<file path="src/rtl/tdm_demux_pkg.sv">
// tdm_pkg: shared sizes and FSM state type for the TDM demultiplexer.
package tdm_pkg;
  localparam int N_CH = 4;
  localparam int W = 8;
  localparam int MISS_MAX = 2;
  localparam int FRAME_BITS = N_CH * W;
  localparam int BW = $clog2(W);
  localparam int SW = $clog2(N_CH);
  localparam int MW = $clog2(MISS_MAX + 1);
  localparam int FW = $clog2(FRAME_BITS);
  typedef enum logic {HUNT, LOCK} state_e;
endpackage

</file>
<file path="src/rtl/tdm_demux_if.sv">
// tdm_demux_if: serial link input and recovered parallel frame outputs.
interface tdm_demux_if;
  import tdm_pkg::*;
  logic din;
  logic din_en;
  logic fs;
  logic [FRAME_BITS-1:0] ch_data;
  logic ch_valid;
  logic locked;
  logic sync_err;
  modport master (output din, din_en, fs, input ch_data, ch_valid, locked, sync_err);
  modport slave (input din, din_en, fs, output ch_data, ch_valid, locked, sync_err);
endinterface

</file>
<file path="src/rtl/tdm_demux_slot_counter.sv">
// tdm_slot_counter: bit/slot position counters; clr_i restarts counting from bit 0 of slot 0.
module tdm_slot_counter
  import tdm_pkg::*;
(
  input  logic          clk,
  input  logic          rst_n,
  input  logic          en_i,
  input  logic          clr_i,
  output logic [BW-1:0] bit_o,
  output logic [SW-1:0] slot_o,
  output logic          last_bit_o,
  output logic          last_slot_o,
  output logic          frame_start_o
);
  logic [BW-1:0] bit_q, bit_d, b;
  logic [SW-1:0] slot_q, slot_d, s;
  always_comb begin
    b = clr_i ? '0 : bit_q;
    s = clr_i ? '0 : slot_q;
    bit_d = (b == BW'(W - 1)) ? '0 : b + 1'b1;
    slot_d = (b != BW'(W - 1)) ? s : (s == SW'(N_CH - 1)) ? '0 : s + 1'b1;
  end
  always_ff @(posedge clk or negedge rst_n) begin
    if (!rst_n) begin
      bit_q <= '0;
      slot_q <= '0;
    end else if (en_i) begin
      bit_q <= bit_d;
      slot_q <= slot_d;
    end
  end
  assign bit_o = bit_q;
  assign slot_o = slot_q;
  assign last_bit_o = bit_q == BW'(W - 1);
  assign last_slot_o = slot_q == SW'(N_CH - 1);
  assign frame_start_o = (bit_q == '0) && (slot_q == '0);
endmodule

</file>
<file path="src/rtl/tdm_demux.sv">
// tdm_demux: splits a framed single-bit TDM stream back into N_CH parallel channel words.
module tdm_demux
  import tdm_pkg::*;
(
  input  logic       clk,
  input  logic       rst_n,
  tdm_demux_if.slave lnk
);
  state_e                state_q;
  logic [MW-1:0]         miss_q;
  logic [FRAME_BITS-1:0] cap_q, cap_d, ch_data_q;
  logic                  ch_valid_q, locked_q, sync_err_q;
  logic [BW-1:0]         bit_c, bit_b;
  logic [SW-1:0]         slot_c, slot_b;
  logic                  last_bit, last_slot, frame_start;
  logic                  hunt, err, drop, acc, clr, done;
  logic [FW-1:0]         idx;
  tdm_slot_counter u_cnt (
    .clk           (clk),
    .rst_n         (rst_n),
    .en_i          (acc),
    .clr_i         (clr),
    .bit_o         (bit_c),
    .slot_o        (slot_c),
    .last_bit_o    (last_bit),
    .last_slot_o   (last_slot),
    .frame_start_o (frame_start)
  );
  // Any accepted bit while hunting or on a resync is slot 0 bit 0, so the position base is cleared
  always_comb begin
    hunt = state_q == HUNT;
    err = !hunt && lnk.din_en && lnk.fs && !frame_start;
    drop = !hunt && lnk.din_en && !lnk.fs && frame_start && (miss_q == MW'(MISS_MAX - 1));
    acc = lnk.din_en && (hunt ? lnk.fs : !drop);
    clr = hunt || err;
    done = acc && !clr && last_bit && last_slot;
    bit_b = clr ? '0 : bit_c;
    slot_b = clr ? '0 : slot_c;
    idx = FW'(slot_b) * FW'(W) + FW'(W - 1) - FW'(bit_b);
    cap_d = cap_q;
    cap_d[idx] = acc ? lnk.din : cap_q[idx];
  end
  always_ff @(posedge clk or negedge rst_n) begin
    if (!rst_n) begin
      state_q <= HUNT;
      miss_q <= '0;
      cap_q <= '0;
      ch_data_q <= '0;
      ch_valid_q <= 1'b0;
      locked_q <= 1'b0;
      sync_err_q <= 1'b0;
    end else begin
      cap_q <= cap_d;
      ch_valid_q <= done;
      sync_err_q <= err;
      if (done) ch_data_q <= cap_d;
      if (hunt && acc) begin
        state_q <= LOCK;
        locked_q <= 1'b1;
        miss_q <= '0;
      end else if (drop) begin
        state_q <= HUNT;
        locked_q <= 1'b0;
        miss_q <= '0;
      end else if (!hunt && lnk.din_en && frame_start) begin
        miss_q <= lnk.fs ? '0 : miss_q + 1'b1;
      end
    end
  end
  assign lnk.ch_data = ch_data_q;
  assign lnk.ch_valid = ch_valid_q;
  assign lnk.locked = locked_q;
  assign lnk.sync_err = sync_err_q;
endmodule

</file>
<file path="src/flat_wrapper.sv">
// flat-port wrapper written by rule: the top's interface ports become plain ports
module tdm_demux_flat import tdm_pkg::*;
  (clk, rst_n, lnk_din, lnk_din_en, lnk_fs, lnk_ch_data, lnk_ch_valid, lnk_locked, lnk_sync_err);
  tdm_demux_if lnk_i ();
  input  logic clk;
  input  logic rst_n;
  input wire logic [$bits(lnk_i.din)-1:0] lnk_din;
  input wire logic [$bits(lnk_i.din_en)-1:0] lnk_din_en;
  input wire logic [$bits(lnk_i.fs)-1:0] lnk_fs;
  output wire logic [$bits(lnk_i.ch_data)-1:0] lnk_ch_data;
  output wire logic [$bits(lnk_i.ch_valid)-1:0] lnk_ch_valid;
  output wire logic [$bits(lnk_i.locked)-1:0] lnk_locked;
  output wire logic [$bits(lnk_i.sync_err)-1:0] lnk_sync_err;
  assign lnk_i.din = lnk_din;
  assign lnk_i.din_en = lnk_din_en;
  assign lnk_i.fs = lnk_fs;
  assign lnk_ch_data = lnk_i.ch_data;
  assign lnk_ch_valid = lnk_i.ch_valid;
  assign lnk_locked = lnk_i.locked;
  assign lnk_sync_err = lnk_i.sync_err;
  tdm_demux u_core (.clk(clk), .rst_n(rst_n), .lnk(lnk_i));
endmodule
</file>
<file path="config.mk">
export PLATFORM = sky130hd
export DESIGN_NAME = tdm_demux_flat
export DESIGN_NICKNAME = d
export VERILOG_FILES = /design/src/rtl/tdm_demux_pkg.sv /design/src/rtl/tdm_demux_if.sv /design/src/rtl/tdm_demux_slot_counter.sv /design/src/rtl/tdm_demux.sv /design/src/flat_wrapper.sv
export SDC_FILE = /design/constraint.sdc
export NUM_CORES = 1
export LEC_CHECK = 0
export CAP_MARGIN = 20
export CORE_MARGIN = 8
export CORE_UTILIZATION = 36
export DETAILED_ROUTE_END_ITERATION = 10
export PLACE_DENSITY_LB_ADDON = 0.05
export REMOVE_ABC_BUFFERS = 1
export SLEW_MARGIN = 20
export SYNTH_ARGS = -nofsm -noshare
export SYNTH_HDL_FRONTEND = slang
export SYNTH_SLANG_ARGS = --single-unit
</file>
<file path="constraint.sdc">
create_clock -name clk -period 2.2 [get_ports clk]
set_clock_uncertainty 0.15 [all_clocks]
set_input_delay 0.44 -clock clk [delete_from_list [all_inputs] [get_ports clk]]
set_output_delay 0.44 -clock clk [all_outputs]
set_load 0.02 [all_outputs]
</file>
==> flow_summary.toml, run 1 <==
[outcome]
outcome = "finished with violations"
violations = "negative setup slack"

[yosys]
synthCells = 381
netlist_area_sq_um = 3790
synth_top_area_cell = "dfrtp_1"
ys_seq_area_share_pct = 48.8
synthDistinctLibCells = 45
syn_avg_cell_area_sq_um = 9.96
synth_top_area_share_pct = 48.8
ys_top_cells_by_area = "dfrtp_1, nand2_1, o21ai_2, mux2i_1, o21ai_0"
ys_warn_count = 0
ys_seq_elements = 74

[sta]
finalSetupTns_ns = -6.43
rsz0062_at_grt = "yes"
hold_viol = 0
worstMarginPinSlew_ns = 0.413
finalCritPeriodShare_pct = 106
setup_ws_ns = -0.137
fin_crit_ns = 2.34
fmax_mhz = 428
drv_slew = 0
setup_viol = 64
slew-limit-headroom_pct = 72.5

[routing]
wl_met3_um = 601
wl_per_cell_um = 17.3
viasPerCell = 5.07
dr.pass1.iters = 4
wl_met2_um = 5410
top_layer = "met4"
drt-total-wl_um = 11400
first_iter_violations = 151
drt-met1-wl_um = 5210
route.detailed.drc = 0
postRouteAntennaNets = 0
vias = 3351

[worst_setup_path]
cp-end-kind = "flip-flop"
r2r_slack_ns = -0.14
r2r_end = "u_core.cap_q[17]"
critPathMaxFanout = 7
required_ns = 2.30
crit_arrival_ns = 2.43
reg2reg_from = "u_core.lnk.locked"
path_class = "reg -> reg"
start_kind = "flip-flop"
r2r_cells = 11

[clock_tree]
cts.sinks = 74
clkTransAtPathRegs_ns = 0.08
clock-root-buffer = "clkbuf_8"
cts_buffers = 9
htree_levels = 3
insertion_delay_ns = 0.36
cts_tree = "yes"
cts_buffer_depth = 2

[global_route]
grt_pass1_vias = 3470
grt_remaining_overflow = 0
antenna_found_initial = 0
grt_pass1_wl_um = 18700
grt.total_usage_pct = 16.7
grt_max_degree = 35

[layout]
post-route-util_pct = 57.5
nets = 536
diodes = 0
layout_common_cells = "buf_4, dfrtp_1, o21ai_2"
fillCellCount = 927
drive_above_1_share_pct = 46.9
mostFrequentLayoutCell = "buf_4"
area_delta_synth_final_pct = 55.8

[power]
p_int_mw = 3.41
power.total_mw = 5.39
irDropWorstVdd_v = 0.000410
p_sw_share_pct = 36.7
pwr-share-seq_pct = 30.1
p_per_area_nw_per_um2 = 912
p_leak_nw = 2.75
p_clk_share_pct = 22.8
combPwrFrac_pct = 47.2
p_sw_mw = 1.98

[min_path]
min_path_cells = 2
hold_start = "u_core.lnk.ch_data[19]"
hp-class = "reg -> reg"
hold_end = "u_core.lnk.ch_data[19]"

[flow_run]
cap_violations = 0

[placed_design]
dp_slack_ns = -0.817
gp_congestion = 0.872
dpl.hpwl_um = 7370
io_buffer_count = 39

[floorplanning]
fp.dieArea_sq_um = 14100
core_area_sq_um = 10300
die_w_um = 119
die_h_um = 119
num_rows = 37
initial_core_util_pct = 36.9
ios = 40
==> state kept, by name (all words and copies together) (netlist names) <==
signal and cells:
u_core.u_cnt.slot_o 2, u_core.lnk.ch_valid 1, u_core.lnk.ch_data 32, u_core.lnk.sync_err 1, u_core.lnk.locked 1, u_core.miss_q 2
u_core.cap_q 32, u_core.u_cnt.bit_o 3
==> metrics by stage <==
| step | hold slack, ns | instances | cell area, sq um |
|---|---|---|---|
| CTS | 0.334 | 665 | 5860 |
| finish | 0.339 | 661 | 5910 |
| global placement | 0.254 | 618 | 4930 |
| floorplan | -0.00559 | 353 | 3640 |
| detailed placement | 0.249 | 618 | 4930 |
| global route | 0.364 | 661 | 5910 |
==> layer usage <==
layer | vias to the layer above | global-route usage, %
met2 | 72 | 27.1
met4 | 0 | 5.61
li1 | 1618 | -
met5 | - | 0
met1 | 1646 | 22.0
met3 | 15 | 3.09
==> final cells by class <==
type                    count  area, sq um  share of cell area (%)
clock inverters             4         75.1                    1.27
multi-input cells         269         2020                    34.1
flip-flops and latches     74         1850                    31.3
well taps                 136          170                    2.88
repair buffers            157         1600                    27.1
clock buffers              11          151                    2.56
inverters                  10         45.0                   0.762
==> worst max-delay path by stage <==
stage / from / end
final: u_core.lnk.locked / u_core.cap_q[17]
after CTS: u_core.lnk.locked / u_core.cap_q[17]
after global placement: lnk_din_en / u_core.cap_q[28]
after detailed placement: lnk_fs / u_core.cap_q[0]
after global routing: u_core.lnk.locked / u_core.cap_q[23]
after floorplan: u_core.lnk.locked / u_core.cap_q[0]
==> cells in the mapped netlist (all sizes together) <==
cell type,instances
ha,10
a21bo,1
clkbuf,8
or4,1
mux2,5
o22ai,2
a31oi,2
nor3b,1
nand3,35
and2,1
nor3,3
nor2,10
dfrtp,74
a2111o,1
o211ai,1
nand2b,2
a21oi,4
o211a,1
o41ai,1
nand2,76
o21ai,73
a32o,2
a221oi,4
a21o,1
nand4,1
a22o,2
mux2i,24
inv,10
and3,1
o311a,1
a21boi,1
a211oi,2
buf,20
==> logic make-up after synthesis <==
group / count (synthesis) / share of synthesized area (%)
buffers and inverters: 38 / 5.15
muxes: 29 / 7.82
and+or+nand+nor: 131 / 15.9
adders and majority gates: 10 / 3.30
DFF: 74 / 48.8
AOI/OAI and AO/OA: 99 / 19.1
==> power groups by stage <==
| stage | logic (mW) | registers (mW) | clock network, mW |
|---|---|---|---|
| after floorplan | 1.11 | 1.68 | 0 |
| after global placement | 2.27 | 1.64 | 0 |
| after detailed placement | 2.28 | 1.65 | 0 |
| after CTS | 2.65 | 1.62 | 1.26 |
| after global routing | 2.74 | 1.64 | 1.30 |
| final | 2.54 | 1.62 | 1.23 |
==> what timing repair did <==
action,in CTS,in global routing
gates resized for setup,98,61
endpoints found under the hold margin,28,0
cloned,11,0
pin swaps,44,41
setup endpoints to repair,68,67
hold buffers,1,0
buffers inserted,21,4
==> critical path: stages (launching register included) <==
cell	delay (ns)
dfrtp_1	0.38
a21bo_4	0.27
buf_6	0.13
nor2_8	0.10
inv_4	0.06
buf_4	0.14
nand2b_1	0.06
o22ai_1	0.06
a2111o_1	0.45
o211ai_4	0.15
buf_6	0.21
o21ai_2	0.07
No activity file was read; power rests on OpenSTA's default activity.
==> run 2, diff against run 1 <==
Settings changed: ABC_AREA from default to 1.
==> flow_summary.toml, run 2 <==
[outcome]
outcome = "finished with violations"
violations = "negative setup slack"

[clock_tree]
cts_buffer_depth = 2
cts_tree = "yes"
clock-root-buffer = "clkbuf_8"
cts_buffers = 9
insertion_delay_ns = 0.35
cts.sinks = 74
htree_levels = 3
clkTransAtPathRegs_ns = 0.08

[sta]
slew-limit-headroom_pct = 65.5
setup_viol = 64
fmax_mhz = 420
finalCritPeriodShare_pct = 108
rsz0062_at_grt = "yes"
setup_ws_ns = -0.181
drv_slew = 0
finalSetupTns_ns = -8.67
worstMarginPinSlew_ns = 0.517
hold_viol = 0
fin_crit_ns = 2.38

[yosys]
synthCells = 497
synth_top_cells_by_count = "nand2_1, nand3_1, dfrtp_1, inv_1, nor2_1"
syn_avg_cell_area_sq_um = 7.84
synth_edf_count = 0
ys_top_cells_by_area = "dfrtp_1, nand3_1, nand2_1, and2_1, inv_1"
ys_async_sr_fraction_pct = 100
netlist_area_sq_um = 3900
ys_warn_count = 0
ys_seq_area_share_pct = 47.5
synth_top_area_cell = "dfrtp_1"
synth_top_area_share_pct = 47.5
synthFlopType = "dfrtp_1"
ys_seq_elements = 74
synthDistinctLibCells = 22

[layout]
final_area_sq_um = 5750
area_delta_synth_final_pct = 47.6
multi_input_area_sq_um = 2260
mostFrequentLayoutCell = "nand2_1"
diodes = 0
drive_above_1_share_pct = 30.9
finish.cell_count_without_fillers = 719
nets = 589
layout_common_cells = "nand2_1, dfrtp_1, nand3_2"
seq_area_sq_um = 1850
fillCellCount = 1009

[floorplanning]
die_h_um = 120
die_w_um = 120
core_area_sq_um = 10700
initial_core_util_pct = 36.4
ios = 40
fp.dieArea_sq_um = 14400
num_rows = 38

[worst_setup_path]
path_class = "reg -> reg"
critPathMaxFanout = 7
required_ns = 2.29
startpoint = "u_core.u_cnt.slot_o[1]"
r2r_slack_ns = -0.18
reg2reg_from = "u_core.u_cnt.slot_o[1]"
cp-end-kind = "flip-flop"
r2r_end = "u_core.cap_q[14]"
start_kind = "flip-flop"
crit_arrival_ns = 2.47
r2r_cells = 14

[global_route]
antenna_found_initial = 0
grt_pass1_wl_um = 18200
grt_remaining_overflow = 0
grt_max_degree = 39
grt_pass1_vias = 3565
grt.total_usage_pct = 15.7

[min_path]
hp-class = "reg -> reg"
hold_start = "u_core.lnk.ch_data[0]"
hold_end = "u_core.lnk.ch_data[0]"
min_path_cells = 2

[placed_design]
io_buffer_count = 39
dpl_cell_area_sq_um = 4720
dp_cells = 690
dpl.hpwl_um = 7180
gp_congestion = 0.834

[routing]
first_iter_violations = 181
wl_per_cell_um = 16.8
drt-total-wl_um = 12100
viasPerCell = 5.06
postRouteAntennaNets = 0
vias = 3640
route.detailed.drc = 0
dr.pass1.iters = 4

[flow_run]
cap_violations = 0

[power]
p_leak_nw = 2.61
irDropWorstVdd_v = 0.000467
p_per_area_nw_per_um2 = 1220
## run 2: cell types whose count changed in the layout (fill, tap and decap cells not counted), moves of 14 or more
cell	before	now
nand4_1	1	15
buf_4	88	30
o21ai_2	52	2
inv_1	5	49
and2_4	0	15
and2_1	1	17
nand3_2	0	50
o21ai_0	6	21
nor2_1	7	34
mux2i_1	24	0
nand3_4	0	15
nand2_1	42	89
## run 2: cell type report
class / count / area share, %
sequential: 74 / 32.2
clock inverter: 5 / 1.35
clock buffer: 11 / 2.46
tap: 140 / 3.04
timing repair buffer: 92 / 18.2
inverter: 52 / 3.52
multi-input combinational: 345 / 39.3
## run 2: worst max path at each step
stage	to	slack [ns]	cells after the start
floorplan	u_core.lnk.ch_data[31]	-1.62	9
global placement	u_core.cap_q[23]	-0.66	15
detailed placement	u_core.cap_q[20]	-0.67	15
CTS	u_core.cap_q[21]	-0.17	14
global route	u_core.lnk.ch_data[14]	-0.28	12
finish	u_core.cap_q[14]	-0.18	14
## run 2: timing repair
item	CTS	global route
pin swaps	6	17
hold buffers	1	0
hold endpoints to repair	36	0
setup endpoints to repair	69	67
resized for setup	29	130
cloned	2	4
setup buffers	6	2
## run 2: cells by family after synthesis
family | synth area share [%]
buffers and inverters | 8.57
AOI/OAI and AO/OA | 5.33
adders and majority gates | 3.21
DFF | 47.5
and+or+nand+nor | 35.4
## run 2: per-stage QoR
step                util, %  hold slack, ns  setup WS, ns  power, mW
global route           53.8           0.354        -0.278       7.40
CTS                    48.2           0.336        -0.171       6.27
global placement       44.1           0.299        -0.658       4.55
detailed placement     44.1           0.302        -0.673       4.58
floorplan                 -        -0.00559         -1.62       3.25
finish                 53.8           0.332        -0.181       6.99
## run 2: power breakdown
group          internal, mW  switching, mW
Clock                 0.667          0.534
Combinational          1.79           2.22
Sequential             1.66          0.118
## run 2: per-layer routing
metal | global-route usage [%] | vias to the layer above | wire length (um)
li1 | - | 1769 | -
met1 | 21.1 | 1774 | 5660
met2 | 24.1 | 81 | 5510
met3 | 3.52 | 16 | 644
met4 | 6.40 | 0 | 259
met5 | 0 | - | 0
## run 2: critical path: stages (launching register included)
cell and delay (ns):
dfrtp_1 0.39, nor2_2 0.14, nand3_2 0.11, nand2_4 0.14
nand3_4 0.10, buf_6 0.15, o21ai_0 0.14, nand3_1 0.13
nand3_2 0.10, nand3_2 0.08, nand3_4 0.11, buf_12 0.15
clkbuf_16 0.15, nand3_2 0.07, and2_1 0.15
==> run 3, diff against run 2 <==
Settings changed: TNS_END_PERCENT from default to 100.
==> results of run 3 <==
Final layout, timing and power as in run 2 (identical DEF).
